`src/rtl/natural_exp_if.sv`:
```
// Request/result bundle for the natural_exp unit: the requester drives start and the
// Q4.8 operand, and the unit returns busy, a done strobe and the Q16.8 result.
interface natural_exp_if;
   logic               start;
   logic signed [11:0] in_8_shifted;
   logic               busy;
   logic               done;
   logic        [23:0] out_8_shifted;

   modport master (
      output start,
      output in_8_shifted,
      input  busy,
      input  done,
      input  out_8_shifted
   );

   modport slave (
      input  start,
      input  in_8_shifted,
      output busy,
      output done,
      output out_8_shifted
   );
endinterface

```
`src/rtl/natural_exp.sv`:
```
// Sequential e^x for a signed Q4.8 operand, producing an unsigned Q16.8 result.
// e^x = 2^k * 2^f, with 2^f from a cubic Horner evaluation on one shared multiplier.
module natural_exp #(
   parameter int unsigned LOG2E_16_SHIFTED = 94548,
   parameter int unsigned C1_16_SHIFTED    = 45600,
   parameter int unsigned C2_16_SHIFTED    = 14752,
   parameter int unsigned C3_16_SHIFTED    = 5184
) (
   input logic          clk,
   input logic          I_RST,
   natural_exp_if.slave bus
);

   typedef enum logic [2:0] {StIdle, StMul, StH1, StH2, StH3, StOut} state_e;

   state_e             state_q, state_d;
   logic signed [11:0] x_q, x_d;
   logic        [4:0]  kb_q, kb_d;   // k + 12, so the range -12..11 maps onto 0..23
   logic        [15:0] f_q, f_d;
   logic        [17:0] acc_q, acc_d;
   logic        [23:0] out_q, out_d;
   logic               done_q, done_d;

   logic signed [17:0] mul_a, mul_b;
   logic signed [35:0] prod;
   logic        [17:0] step;
   logic        [23:0] m_ext;
   logic               unused_prod;

   assign prod        = mul_a * mul_b;
   assign step        = prod[33:16];
   assign m_ext       = {6'd0, acc_q};
   assign unused_prod = ^{prod[35:34], prod[7:0]};

   always_ff @(posedge clk) begin
      if (I_RST) begin
         state_q <= StIdle;
         x_q     <= '0;
         kb_q    <= '0;
         f_q     <= '0;
         acc_q   <= '0;
         out_q   <= '0;
         done_q  <= 1'b0;
      end else begin
         state_q <= state_d;
         x_q     <= x_d;
         kb_q    <= kb_d;
         f_q     <= f_d;
         acc_q   <= acc_d;
         out_q   <= out_d;
         done_q  <= done_d;
      end
   end

   always_comb begin
      state_d = state_q;
      x_d     = x_q;
      kb_d    = kb_q;
      f_d     = f_q;
      acc_d   = acc_q;
      out_d   = out_q;
      done_d  = 1'b0;
      mul_a   = $signed(acc_q);
      mul_b   = $signed({2'b00, f_q});

      unique case (state_q)
         StIdle: begin
            if (bus.start) begin
               x_d     = bus.in_8_shifted;
               state_d = StMul;
            end
         end
         StMul: begin
            // Range reduction: p = x * log2(e) in Q8.24; floor via arithmetic slice.
            mul_a   = {{6{x_q[11]}}, x_q};
            mul_b   = 18'(LOG2E_16_SHIFTED);
            kb_d    = prod[28:24] + 5'd12;
            f_d     = prod[23:8];
            acc_d   = 18'(C3_16_SHIFTED);
            state_d = StH1;
         end
         StH1: begin
            acc_d   = 18'(C2_16_SHIFTED) + step;
            state_d = StH2;
         end
         StH2: begin
            acc_d   = 18'(C1_16_SHIFTED) + step;
            state_d = StH3;
         end
         StH3: begin
            acc_d   = 18'd65536 + step;
            state_d = StOut;
         end
         StOut: begin
            // k >= 8 shifts left by k-8, otherwise right by 8-k (k <= -10 flushes to zero).
            if (kb_q >= 5'd20) begin
               out_d = m_ext << (kb_q - 5'd20);
            end else begin
               out_d = m_ext >> (5'd20 - kb_q);
            end
            done_d  = 1'b1;
            state_d = StIdle;
         end
         default: state_d = StIdle;
      endcase
   end

   assign bus.busy          = (state_q != StIdle);
   assign bus.done          = done_q;
   assign bus.out_8_shifted = out_q;

endmodule

```
`src/flat_wrapper.sv`:
```
// flat-port wrapper written by rule: the top's interface ports become plain ports
module natural_exp_flat 
#(
   parameter int unsigned LOG2E_16_SHIFTED = 94548,
   parameter int unsigned C1_16_SHIFTED    = 45600,
   parameter int unsigned C2_16_SHIFTED    = 14752,
   parameter int unsigned C3_16_SHIFTED    = 5184
)
  (clk, I_RST, bus_start, bus_in_8_shifted, bus_busy, bus_done, bus_out_8_shifted);
  natural_exp_if bus_i ();
  input logic clk;
  input logic I_RST;
  input wire logic [$bits(bus_i.start)-1:0] bus_start;
  input wire logic [$bits(bus_i.in_8_shifted)-1:0] bus_in_8_shifted;
  output wire logic [$bits(bus_i.busy)-1:0] bus_busy;
  output wire logic [$bits(bus_i.done)-1:0] bus_done;
  output wire logic [$bits(bus_i.out_8_shifted)-1:0] bus_out_8_shifted;
  assign bus_i.start = bus_start;
  assign bus_i.in_8_shifted = bus_in_8_shifted;
  assign bus_busy = bus_i.busy;
  assign bus_done = bus_i.done;
  assign bus_out_8_shifted = bus_i.out_8_shifted;
  natural_exp #(.LOG2E_16_SHIFTED(LOG2E_16_SHIFTED), .C1_16_SHIFTED(C1_16_SHIFTED), .C2_16_SHIFTED(C2_16_SHIFTED), .C3_16_SHIFTED(C3_16_SHIFTED)) u_core (.clk(clk), .I_RST(I_RST), .bus(bus_i));
endmodule
```
`config.mk`:
```
export PLATFORM = sky130hd
export DESIGN_NAME = natural_exp_flat
export DESIGN_NICKNAME = d
export VERILOG_FILES = /design/src/rtl/natural_exp_if.sv /design/src/rtl/natural_exp.sv /design/src/flat_wrapper.sv
export SDC_FILE = /design/constraint.sdc
export NUM_CORES = 1
export LEC_CHECK = 0
export CAP_MARGIN = 20
export CORE_UTILIZATION = 40
export CTS_CLUSTER_SIZE = 12
export DETAILED_ROUTE_END_ITERATION = 10
export PLACE_DENSITY = 0.58
export SYNTH_ARGS = -nofsm -noshare
export SYNTH_HDL_FRONTEND = slang
export SYNTH_SLANG_ARGS = --single-unit
```
`constraint.sdc`:
```
create_clock -name clk -period 24.8 [get_ports clk]
set_input_delay 4.96 -clock clk [delete_from_list [all_inputs] [get_ports clk]]
set_output_delay 4.96 -clock clk [all_outputs]
set_load 0.05 [all_outputs]
```
==> results of run 1 <==
-- how the worst min path moves through the flow --
stage,from,to,slack [ns],depth (start not counted)
CTS,u_core.x_q[9],u_core.x_q[9],0.46,2
detailed placement,u_core.x_q[3],u_core.x_q[3],0.44,2
global route,u_core.x_q[3],u_core.x_q[3],0.48,2
finish,u_core.x_q[8],u_core.x_q[8],0.45,2
floorplan,u_core.x_q[0],u_core.x_q[0],0.43,2
global placement,u_core.x_q[10],u_core.x_q[10],0.45,2
-- state kept, by name, indices dropped and copies added, names as in the netlist --
register	cells
u_core.acc_q	18
u_core.kb_q	5
u_core.bus.done	1
u_core.bus.out_8_shifted	24
u_core.f_q	16
u_core.x_q	12
u_core.state_q	3
-- layout make-up --
cell class / instances / share of cell area
sequential: 79 / 0.0891
clock inverter: 4 / 0.00169
clock buffer: 12 / 0.0133
inverter: 395 / 0.0835
tap: 532 / 0.0375
multi-input combinational: 1377 / 0.740
timing repair buffer: 71 / 0.0354
-- worst register-to-register path: cells and delay by family, from the launching register on --
kind | cells | cell delay [ns]
AOI/OAI and AO/OA | 10 | 2.23
xor gates and xnor gates | 2 | 0.44
and+or+nand+nor | 8 | 2.71
buffers and inverters | 4 | 0.98
adders and majority gates | 8 | 3.71
DFF | 1 | 0.83
-- kinds of logic after synthesis --
family | synth area share
compound gates | 0.115
xor+xnor | 0.0266
fa+ha+maj | 0.427
buf+inv | 0.118
flops | 0.0949
mux | 0.0438
simple gates | 0.175
-- layout by cell type, fill, tap and decap left out, types with 27 or more instances in the layout --
cell type	instances
inv_1	394
clkdlybuf4s50_1	39
xnor2_1	32
a21oi_1	89
ha_1	93
and3_1	108
buf_4	31
fa_1	297
o21ai_0	49
nor2_1	168
dfxtp_1	78
and2_1	29
nor3_1	27
nand2_1	190
-- per-layer routing --
layer	track usage	routed length, um	vias to the layer above	share of wire
met1	0.345	21600	7047	0.42
li1	-	-	6159	-
met3	0.0323	3290	79	0.064
met4	0.0853	1470	0	0.028
met5	0	0	-	0
met2	0.438	25400	500	0.49
-- power by group through the flow --
| stage | clock network (mW) | registers [mW] | logic [mW] |
|---|---|---|---|
| final | 0.132 | 0.165 | 0.583 |
| after global routing | 0.139 | 0.166 | 0.639 |
| after CTS | 0.134 | 0.164 | 0.576 |
| after detailed placement | 0 | 0.167 | 0.572 |
| after global placement | 0 | 0.167 | 0.566 |
| after floorplan | 0 | 0.151 | 0.411 |
==> impl_metrics.tcl, run 1 <==
set metrics [dict create \
    cap_viol_max_count 0 \
    ys_seq_area_frac 0.0949 \
    critPathBufInv 4 \
    switchingPower_mw 0.465 \
    grt_pass1_vias 14546 \
    dieArea_um2 42500 \
    cellPowerDensity_nw_per_um2 49.5 \
    rsz0062_at_grt "false" \
    syn_nets 2373 \
    skew_ns 0.0123 \
    crit_required_ns 25.02 \
    p_leak_nw 8.67 \
    worst_slack_ns 13.73 \
    fin_area_um2 17800 \
    status "finished clean" \
    swShare 0.529 \
    fin_hold_ws_ns 0.454 \
    fin_nets 2338 \
    power_frac_seq 0.187 \
    p_clk_frac 0.150 \
    area_growth_pct 6.56 \
    synth_top_area_cell "fa_1" \
    antenna_cells 0 \
    top_level_ports 41 \
    synth_edf_count 0 \
    grt_max_degree 109 \
    regArea_um2 1580 \
    layout-drive-gt1-share 0.0614 \
    crit_path_max_incr_delay_ns 0.92 \
    place_congestion 0.907 \
    fin_util 0.434 \
    cts_hold_buf 0 \
    core_area_um2 40900 \
    slew_headroom 0.239 \
    slew_viol_final 0 \
    cts_buffer_depth 2 \
    drc 0 \
    wire_per_inst_um 21.0 \
    drt_iter0_markers 1263 \
    slowest_stage "and2_0" \
    cts-resized-gates 0 \
    synth_ff_type "dfxtp_1" \
    post-route-min-period_ns 11.07 \
    dp_hpwl_um 39900 \
    post-cts-setup-buffers 0 \
    final_cells 2470 \
    root_buffer "clkbuf_16" \
    nFillCells 4145 \
    synth_cell_types 88 \
    async_flop_share 0 \
    synth_seq_cells 79 \
    start_util 0.407 \
    end_kind "flop" \
    internal_power_mw 0.414 \
    multi_input_area_um2 13100 \
    clk_latency_ns 0.37 \
    fp-row-count 74 \
    routed_via_density 5.58 \
    hold_path_class "flop to flop" \
    netlist_top_cells_count "inv_1, fa_1, nand2_1" \
    ys_top_cells_by_area "fa_1, dfxtp_1, inv_1" \
    cts.htree.levels 3 \
    r2r_slack_ns 13.73 \
    postSynthCellCount 1968 \
    track_usage 0.260 \
    r2r_start "u_core.state_q[2]" \
    path_class "flop to flop" \
    worstSetupEndpoint "u_core.acc_q[15]" \
    irDropWorstVdd_mv 0.0447 \
    syn_avg_cell_area_um2 8.47 \
    numClockSinks 79 \
    portBuffers 40 \
    fin_crit_sh 0.446 \
    place_ws_ns 13.95 \
    cts_buffers 9 \
    rr_endpoint "u_core.acc_q[15]" \
    cp.depth 32 \
    arrival_ns 11.29 \
    final_antenna_net_count 0 \
    yosys_warnings 0 \
    drt_first_pass_iters 6 \
    cpMostUsedCell "fa_1" \
    tightest_slew_ns 1.14 \
    cp_max_fo 108 \
    grt_pass1_wl_um 83000 \
    netlist_area_um2 16700 \
    synth_top_area_frac 0.357 \
    combPwrFrac 0.662 \
    hold_viol 0 \
    dieWidth_um 206 \
    cpLargestDelayFamily "adder cells" \
    grt_antenna_before_repair 1 \
    die_y_um 206 \
    setup_viol 0 \
    fin_setup_tns_ns 0 \
    dp_cells 2454 \
    finalPower_mw 0.880 \
    num_vias 13785 \
    finalWirelength_um 51800 \
    worstSetupStartpoint "u_core.state_q[2]" \
    path_clk_slew_ns 0.07 \
    synth_most_common_cell "inv_1" \
    reg2regPathDepth 32 \
    startpoint_type "flop" \
    fmax_mhz 90.4 \
    cts_tree "done" \
    grt_overflow 0 \
    dpl_cell_area_um2 17500 \
]
Note: power is estimated with default switching activity, not from simulation.
==> inputs of run 2 (changes only) <==
PLACE_DENSITY = 0.6   (was 0.58)
clock period = 9 ns   (was 24.8 ns; I/O delays follow)
==> run 2 against run 1 <==
  * Cell area grew 3.2%
  * Worst hold slack gained 0.0044 ns
  * Sequential power grew to 2.9 times the previous value
  * Routed wire length grew 3.2%
  * Core utilization grew 1.4 points
  * Combinational power grew to 2.8 times the previous value
  * Setup slack lost 13 ns
  * Clock-buffer cell count shrank 2
  * Power grew to 2.9 times the previous value
  * Clock skew grew 0.011 ns
  * Critical endpoint unchanged
  * Largest cell class unchanged
  * Largest power group unchanged
  * Highest routed layer unchanged
==> impl_metrics.tcl, run 2 (synthesis gave the netlist of run 1 again) <==
set metrics [dict create \
    status "finished clean" \
    drt_iter0_markers 1275 \
    grt_pass1_vias 14587 \
    setup_viol 0 \
    start_util 0.407 \
    rr_endpoint "u_core.acc_q[15]" \
    layout_commonest_cell "inv_1" \
    wire_per_inst_um 21.2 \
    nFillCells 4042 \
    layout_common_cells "inv_1, fa_1, nand2_1" \
    startpoint_type "flop" \
    layout-drive-gt1-share 0.0994 \
    cp_max_fo 16 \
    grt_max_degree 76 \
    dp_cells 2501 \
    track_usage 0.265 \
    path_class "flop to flop" \
    worstHoldStart "u_core.x_q[0]" \
    numClockSinks 79 \
    antenna_cells 0 \
    fp-row-count 74 \
    clk_latency_ns 0.38 \
    whs_path_depth 2 \
    grt_antenna_before_repair 3 \
    grt_overflow 0 \
    portBuffers 40 \
    skew_ns 0.0230 \
    multi_input_area_um2 13300 \
    cap_viol_max_count 0 \
    post-route-min-period_ns 8.71 \
    dieWidth_um 206 \
    path_clk_slew_ns 0.07 \
    r2r_slack_ns 0.29 \
    regArea_um2 1580 \
    fin_crit_sh 0.967 \
    root_buffer "clkbuf_16" \
    cpMostUsedCell "fa_1" \
    final_antenna_net_count 0 \
    largest_register_ffs 24 \
    top_level_ports 41 \
    cts_buffer_depth 2 \
    grt_pass1_wl_um 84300 \
    cpLargestDelayFamily "adder cells" \
    hold_path_class "flop to flop" \
    finalWirelength_um 53400 \
    drt_first_pass_iters 5 \
    dp_hpwl_um 42300 \
    crit_required_ns 9.22 \
    dieArea_um2 42500 \
    cts_hold_buf 0 \
    p_leak_nw 8.96 \
    area_growth_pct 9.94 \
    slew_headroom 0.335 \
    drc 0 \
    num_vias 14088 \
    cts_tree "done" \
    crit_path_max_incr_delay_ns 0.65 \
    fin_nets 2392 \
    r2r_start "u_core.state_q[2]" \
    arrival_ns 8.93 \
    core_area_um2 40900 \
    final_cells 2524 \
    tightest_slew_ns 0.990 \
    hold_viol 0 \
    holdPathEnd "u_core.x_q[0]" \
    cts.htree.levels 3 \
    dpl_cell_area_um2 17800 \
    fmax_mhz 115 \
    place_congestion 0.971 \
    cellPowerDensity_nw_per_um2 139 \
    die_y_um 206 \
    fin_area_um2 18300 \
    irDropWorstVdd_mv 0.104 \
    slowest_stage "fa_1" \
    cts_buffers 9 \
    critPathBufInv 7 \
    routed_via_density 5.58 \
    slew_viol_final 0 \
    reg2regPathDepth 31 \
    end_kind "flop" \
]
run 2: cell types whose count changed in the layout (fill, tap and decap cells not counted), moves of 2 or more:
| cell | change |
|---|---|
| buf_4 | +48 |
| a21oi_1 | -11 |
| a21oi_2 | +7 |
| a21oi_4 | +4 |
| buf_6 | +4 |
| clkbuf_1 | -3 |
| nor2_1 | -3 |
| and2_1 | -2 |
| and2_2 | +2 |
| nand2b_1 | -2 |
| nand2b_2 | +2 |
| nor2_2 | +2 |
run 2: power breakdown:
part | switching (mW) | internal [mW]
Combinational | 1.03 | 0.624
Sequential | 0.0947 | 0.383
Clock | 0.187 | 0.224
Total | 1.32 | 1.23
run 2: how the worst max path moves through the flow:
stage / startpoint / to / slack (ns) / depth (start not counted)
global route: u_core.state_q[2] / u_core.acc_q[15] / -0.06 / 34
CTS: u_core.state_q[2] / u_core.acc_q[15] / 0.01 / 31
detailed placement: u_core.state_q[2] / u_core.acc_q[15] / 0.08 / 31
finish: u_core.state_q[2] / u_core.acc_q[15] / 0.29 / 31
floorplan: u_core.state_q[2] / u_core.acc_q[15] / 0.69 / 33
global placement: u_core.state_q[1] / u_core.acc_q[15] / 0.11 / 30
run 2: routing by layer:
| layer | up-vias | GRT usage | share of wire |
|---|---|---|---|
| met1 | 7085 | 0.366 | 0.43 |
| li1 | 6267 | - | - |
| met3 | 124 | 0.0287 | 0.070 |
| met4 | 0 | 0.105 | 0.041 |
| met2 | 612 | 0.426 | 0.46 |
| met5 | - | 0 | 0 |
run 2: final cells by class:
type | instances | area share
inverter | 395 | 0.0809
clock buffer | 10 | 0.0130
sequential | 79 | 0.0864
tap | 532 | 0.0363
timing repair buffer | 123 | 0.0564
multi-input combinational | 1379 | 0.723
clock inverter | 6 | 0.00369
run 2: what timing repair did:
item | 4_1_cts | 5_1_grt
buffers inserted | 0 | 5
setup endpoints to repair | 0 | 6
gates resized for setup | 0 | 32
run 2: worst register-to-register path, delay by kind of cell (launching register included):
family | cells | cell delay (ns)
XOR/XNOR | 2 | 0.42
AO/OA/AOI/OAI | 8 | 1.66
buffers and inverters | 7 | 0.96
flip-flops | 1 | 0.34
adder cells (fa/ha/maj) | 8 | 3.85
AND/OR/NAND/NOR | 6 | 1.34
run 2: per-stage QoR:
| stage | worst slack, ns | hold WS (ns) | total power [mW] | util | TNS, ns |
|---|---|---|---|---|---|
| 6_report | 0.293 | 0.458 | 2.55 | 0.448 | 0 |
| 5_1_grt | -0.0642 | 0.488 | 2.72 | 0.448 | -0.0642 |
| 4_1_cts | 0.00975 | 0.463 | 2.48 | 0.444 | 0 |
| 3_5_place_dp | 0.0760 | 0.454 | 2.06 | 0.436 | 0 |
| 3_3_place_gp | 0.114 | 0.448 | 2.05 | 0.436 | 0 |
| 2_1_floorplan | 0.695 | 0.432 | 1.55 | - | 0 |
==> inputs of run 3 (changes only) <==
TNS_END_PERCENT = 100   (was unset)
==> results of run 3 <==
No change in the layout: final DEF, timing and power equal those of run 2.
